<file path="src/rtl/prim_clock_gate_ctrl.sv">
// Multi-channel clock gating controller.
// Each channel runs a small FSM that gates its clock after a run of idle
// cycles, reopens it on a wake request or activity, and acknowledges wake
// requests once the channel is running again. The clock gate itself is a
// latch that is transparent while clk_i is low, so enable changes never
// shorten a high phase of clk_o.
module prim_clock_gate_ctrl #(
  parameter int NUM_CH      = 4,
  parameter int IDLE_W      = 8,
  parameter int WAKE_CYCLES = 2
) (
  input  logic              clk_i,
  input  logic              rst_ni,
  input  logic              test_en_i,
  input  logic [NUM_CH-1:0] ch_en_i,
  input  logic [NUM_CH-1:0] idle_i,
  input  logic [IDLE_W-1:0] idle_thresh_i,
  input  logic [NUM_CH-1:0] wake_req_i,
  output logic [NUM_CH-1:0] wake_ack_o,
  output logic [NUM_CH-1:0] gated_o,
  output logic [NUM_CH-1:0] clk_o
);

  typedef enum logic [1:0] {
    ST_RUN      = 2'd0,
    ST_IDLE_CNT = 2'd1,
    ST_GATED    = 2'd2,
    ST_WAKE     = 2'd3
  } state_e;

  // The wake counter starts at 0 on entry and the channel returns to RUN on
  // the edge where it reaches WAKE_CYCLES-1, so WAKE lasts WAKE_CYCLES-1
  // cycles (at least one).
  localparam int WAKE_LEN = (WAKE_CYCLES > 1) ? WAKE_CYCLES - 1 : 1;
  localparam int WAKE_W   = (WAKE_LEN > 1) ? $clog2(WAKE_LEN) : 1;
  localparam logic [WAKE_W-1:0] WAKE_LAST = WAKE_W'(WAKE_LEN - 1);

  for (genvar gi = 0; gi < NUM_CH; gi++) begin : g_ch
    state_e            state_reg;
    logic [IDLE_W-1:0] idle_cnt_reg;
    logic [WAKE_W-1:0] wake_cnt_reg;
    logic              en_reg;
    logic              gated_reg;
    logic              latch_en;
    logic [IDLE_W:0]   idle_cnt_next;

    // One extra bit so the threshold compare cannot wrap.
    assign idle_cnt_next = {1'b0, idle_cnt_reg} + (IDLE_W + 1)'(1);

    // Per-channel FSM with registered enable and gated status.
    always_ff @(posedge clk_i or negedge rst_ni) begin
      if (!rst_ni) begin
        state_reg    <= ST_RUN;
        idle_cnt_reg <= '0;
        wake_cnt_reg <= '0;
        en_reg       <= 1'b1;
        gated_reg    <= 1'b0;
      end else if (!ch_en_i[gi]) begin
        state_reg    <= ST_GATED;
        idle_cnt_reg <= '0;
        wake_cnt_reg <= '0;
        en_reg       <= 1'b0;
        gated_reg    <= 1'b1;
      end else begin
        case (state_reg)
          ST_RUN: begin
            if (!wake_req_i[gi] && idle_i[gi] && (idle_thresh_i != '0)) begin
              if (idle_thresh_i == IDLE_W'(1)) begin
                state_reg <= ST_GATED;
                en_reg    <= 1'b0;
                gated_reg <= 1'b1;
              end else begin
                state_reg    <= ST_IDLE_CNT;
                idle_cnt_reg <= IDLE_W'(1);
              end
            end
          end
          ST_IDLE_CNT: begin
            // Threshold is re-read every cycle; 0 cancels the countdown.
            if (!idle_i[gi] || wake_req_i[gi] || (idle_thresh_i == '0)) begin
              state_reg    <= ST_RUN;
              idle_cnt_reg <= '0;
            end else if (idle_cnt_next >= {1'b0, idle_thresh_i}) begin
              state_reg    <= ST_GATED;
              idle_cnt_reg <= '0;
              en_reg       <= 1'b0;
              gated_reg    <= 1'b1;
            end else begin
              idle_cnt_reg <= idle_cnt_next[IDLE_W-1:0];
            end
          end
          ST_GATED: begin
            if (wake_req_i[gi] || !idle_i[gi]) begin
              state_reg    <= ST_WAKE;
              wake_cnt_reg <= '0;
              en_reg       <= 1'b1;
              gated_reg    <= 1'b0;
            end
          end
          ST_WAKE: begin
            // Idle hints are ignored until the channel has settled.
            if (wake_cnt_reg == WAKE_LAST) begin
              state_reg    <= ST_RUN;
              wake_cnt_reg <= '0;
            end else begin
              wake_cnt_reg <= wake_cnt_reg + WAKE_W'(1);
            end
          end
          default: begin
            state_reg <= ST_RUN;
            en_reg    <= 1'b1;
            gated_reg <= 1'b0;
          end
        endcase
      end
    end

    // Gate latch: follows the enable only while clk_i is low.
    always_latch begin
      if (!clk_i) begin
        latch_en = en_reg | test_en_i;
      end
    end

    assign clk_o[gi]      = latch_en & clk_i;
    assign gated_o[gi]    = gated_reg;
    assign wake_ack_o[gi] = wake_req_i[gi] & rst_ni &
                            ((state_reg == ST_RUN) || (state_reg == ST_IDLE_CNT));
  end

endmodule

</file>
<file path="config.mk">
export PLATFORM = sky130hd
export DESIGN_NAME = prim_clock_gate_ctrl
export DESIGN_NICKNAME = d
export VERILOG_FILES = /design/src/rtl/prim_clock_gate_ctrl.sv
export SDC_FILE = /design/constraint.sdc
export NUM_CORES = 1
export LEC_CHECK = 0
export CORE_MARGIN = 1.5
export CORE_UTILIZATION = 25
export DETAILED_ROUTE_END_ITERATION = 12
export SLEW_MARGIN = 15
export SYNTH_ARGS = -nofsm -noshare
export SYNTH_HDL_FRONTEND = slang
export SYNTH_SLANG_ARGS = --single-unit
</file>
<file path="constraint.sdc">
create_clock -name clk_i -period 2.7 [get_ports clk_i]
set_input_delay 0.405 -clock clk_i [delete_from_list [all_inputs] [get_ports clk_i]]
set_output_delay 0.405 -clock clk_i [all_outputs]
set_load 0.01 [all_outputs]
</file>
; Word level (Yosys, flattened, before mapping)
; Index checks and enable logic that the tools add are counted.
[totals]
word_cells = 275
out_inout_bits = 12
latchBits = 4
regBits = 52
inputBits = 23
[classes]
n_reduce_logical = 50
n_mux = 116
bitwise_logic = 16
addsub = 8
n_eq_ne = 57
order_cmp = 4
[op_table]
columns = cell, count
row1 = two-way mux 8 bit, 17
row2 = "inequality test 3 bit, second input constant", 26
row3 = case mux 8 bit (2 select lines), 4
row4 = two-way mux 1 bit, 54
row5 = two-way mux 2 bit, 25
row6 = "adder 8 x 1 -> 9 bit, second input constant", 4
row7 = >= comparator 9 x 8 -> 1 bit, 4
row8 = case mux 2 bit (4 select lines), 4
row9 = "inequality test 3 x 1 -> 1 bit, second input constant", 8
row10 = case mux 1 bit (3 select lines), 8
row11 = AND reduction 6 bit, 4
row12 = "== test 2 bit, second input constant", 8
row13 = "inequality test 4 x 1 -> 1 bit, second input constant", 4
row14 = "inequality test 4 bit, second input constant", 4
row15 = AND reduction 4 bit, 4
row16 = bitwise AND 1 bit, 12
row17 = logical OR 1 bit, 12
row18 = AND reduction 3 bit, 4
row19 = "== test 2 x 1 -> 1 bit, second input constant", 4
row20 = "== test 8 x 1 -> 1 bit, second input constant", 1
row21 = logical AND 1 bit, 8
row22 = logical NOT 1 bit, 8
row23 = logical NOT 2 bit, 4
row24 = logical NOT 8 bit, 1
row25 = other kinds (6), 19

; Longest topological paths before layout
[depth]
depth_word = 6
ltp_mapped = 12
mapped_depth_nobuf = 12

==> results.md <==
- Fin worst setup slack: -0.1570 ns
- Worst Path Max Fanout: 4
- Placed cell count: 815
- Skew final: 0.005262 ns
- Final hold viol count: 0
- Routed Antenna Nets: 0
- Worst path buffer plus inverter count: 0
- Post-synthesis cell area: 4189 µm²
- Dpl ws: -0.2322 ns
- First-pass GRT wire length: 19760 µm
- Startpoint types: register
- Row Count: 47
- Number of enable flip-flop cells after synthesis: 0
- Avg Synthesized Cell Area: 8.497 µm²
- Ports: 35
- F_max: 350.0 MHz
- Synth area leader: dfrtp_1
- Top Family by Delay on Critical Path: compound AO/OA/AOI/OAI gates
- Post-synth top flop: dfrtp_1
- DR WL/cell: 14.85 µm
- Vias post-DR: 4091
- Die Area: 17540 µm²
- Top cells by area, synth: dfrtp_1, ha_1, nand2_1
- Largest register FFs: 32
- Status: complete, but fails checks
- Max transition margin: 63.03%
- Global Route Usage Sum: 13.88%
- Yosys Warn Count: 0
- Period minus WS final: 2.857 ns
- Worst path depth: 11
- CTS tree: done
- Mapped Cells: 493
- Diode count: 0
- WL final: 12640 µm
- Die height: 132.4 µm
- Synth Register Bits: 52
- Max-Cap Viols: 0
- Grt total ovfl: 0
- Clk_lat worst skew: 0.41 ns
- Vias in the first global route: 4107
- Crit Path Class: reg -> reg
- Total negative slack: -1.614 ns
- Worst min path class: in -> async
- Residual DRC count: 0
- Worst Path Arrival: 3.20 ns
- Failing checks: setup timing
- VDD IR max: 403.1 µV
- Yosys cell types: 69
- RSZ-0062 raised after global routing: true
- CP Data Required Time: 3.04 ns
- Initial Util: 25.44%
- Via density: 4.807
- CP peak stage delay: 0.43 ns
- Initial DRC count: 196
- Async SR Flop Fraction: 92.31%
- Post-synth top area share: 26.28%
- Most common cell on crit path: and3_4
- DR pass1 iterations: 4
- Final HPWL DP: 8639 µm
- Pwr/cell area: 570.7 nW/µm²
- Overall Power: 3632 µW
- Leak pwr: 0.002983 µW
- Post-route cell area: 6364 µm²
- Area grow syn2layout: 51.91%
- CP Capture Type: register
- Die X: 132.4 µm
- R2R depth: 11
- Port bufs: 34
- Worst-Margin Slew: 0.5488 ns
- Layout Cells excl Fill: 851
- Syn nets: 564
- Layout cell share with drive strength beyond 1: 36.29%
- Tcrit/Tclk final: 105.8%
- CTS clk-pin slew, worst paths: 0.07 ns
- Final Setup Violations: 29
- Dpl cell area: 5398 µm²
- GPL Wtd Cong: 0.8341
- Critical path's slowest cell: dfrtp_1
- Core area: 16470 µm²
- Antenna violations before repair: 1
- Largest net degree at the start of global routing: 24
- Nets: 701
- Max Slew Vio Count: 0
- CP cell instances: and3_4, nand3_4, nor2_4, xor2_2, ha_1, and3_4, a221oi_2, o31a_1, nand3_2, a221oi_4, mux2i_1
[where the power goes]
group | internal, µW | switching, µW | leakage (µW)
registers | 890 | 78.9 | 0.000648
logic | 710 | 838 | 0.00219
clock network | 674 | 440 | 0.000148
[metrics by stage]
stage / hold slack [ns] / util (%)
floorplan: 0.1094 / -
global placement: 0.3403 / 32.78
detailed placement: 0.3365 / 32.78
CTS: 0.4482 / 36.09
global route: 0.4666 / 38.65
finish: 0.4270 / 38.65
[path summary, 6_finish.rpt]
kind	from	endpoint	slack (ns)
setup / recovery	g_ch[2].idle_cnt_reg[1]	g_ch[2].state_reg[0]	-0.16
hold / removal	rst_ni	g_ch[0].gated_reg	0.43
setup reg to reg	g_ch[2].idle_cnt_reg[1]	g_ch[2].state_reg[0]	-0.16
min in group clk_i	g_ch[3].en_reg	g_ch[3].en_reg	0.48
hold reg to reg	g_ch[3].en_reg	g_ch[3].en_reg	0.48
max in group asynchronous	rst_ni	g_ch[1].en_reg	1.59
[worst register-to-register path, cell delays in order (launching register included)]
cell	delay, ns
dfrtp_1	0.43
and3_4	0.22
nand3_4	0.09
nor2_4	0.11
xor2_2	0.19
ha_1	0.28
and3_4	0.20
a221oi_2	0.28
o31a_1	0.26
nand3_2	0.15
a221oi_4	0.37
mux2i_1	0.21
[timing repair]
action                     in CTS  in global routing
hold buffers                    1                  0
hold endpoints to repair        4                  0
pin swaps                      31                 40
setup endpoints to repair      42                 56
setup buffers                  12                 10
resized for setup              57                 77
cloned                          1                  0
[cells in the mapped netlist, types with 3 or more instances]
cell      number
nand2_1       73
ha_1          48
dfrtp_1       44
inv_1         38
o21ai_0       26
a21oi_1       25
nor2_1        24
nand3_1       23
nor2b_1       13
a22o_1        11
and3_1        11
xnor2_1       11
a21o_1        10
xor2_1         9
a31oi_1        7
clkbuf_1       7
buf_4          6
or2_2          6
and2_1         5
mux2i_1        5
nand2b_1       5
a41oi_1        4
dfstp_2        4
dlxtn_1        4
nand4_1        4
o31ai_1        4
a211oi_1       3
a221o_1        3
a221oi_1       3
nor4_1         3
o22ai_1        3
or3_1          3
[cell families after synthesis]
family | share of synthesized area [%]
AOI/OAI and AO/OA | 22.28
xor gates and xnor gates | 4.182
adders and majority gates | 14.34
buffers and inverters | 5.317
DFF | 28.79
latches | 1.434
muxes | 1.464
and+or+nand+nor | 22.19
[cell usage in the layout, fill, tap and decap left out, types with 5 or more instances in the layout]
cell             count
o21ai_2              9
ha_1                43
mux2i_1              5
and2_1               5
nor2_4               5
clkdlybuf4s50_1     29
and3_4              10
ha_4                 5
o21ai_0             15
dfrtp_1             43
a22o_1              11
nor2b_1             13
a31oi_1              7
buf_4               95
a21o_1              10
nor2_1              19
buf_6                9
buf_2                5
nand3_1             13
nand2_1             68
clkbuf_16            9
inv_1               37
xnor2_1              7
nand3_2              6
a21oi_1             20
a21oi_2              6
xor2_2               5
nand3_4              5
nand2b_1             5
[final cells by class]
cell class	instances	area, µm²
tap	220	275.3
sequential	52	1267
multi-input combinational	388	3253
clock inverter	1	7.507
inverter	38	142.6
fill	1671	10100
timing repair buffer	137	1155
clock buffer	15	262.8
[routing by layer]
metal | vias up | share of wire, % | track usage (%)
met3 | 20 | 4.5 | 3.678
met2 | 85 | 47 | 21.87
met4 | 0 | 1.7 | 3.663
met5 | - | 0 | 0
met1 | 1943 | 47 | 18.85
li1 | 2043 | - | -
Power figures use the tool's default switching activity.
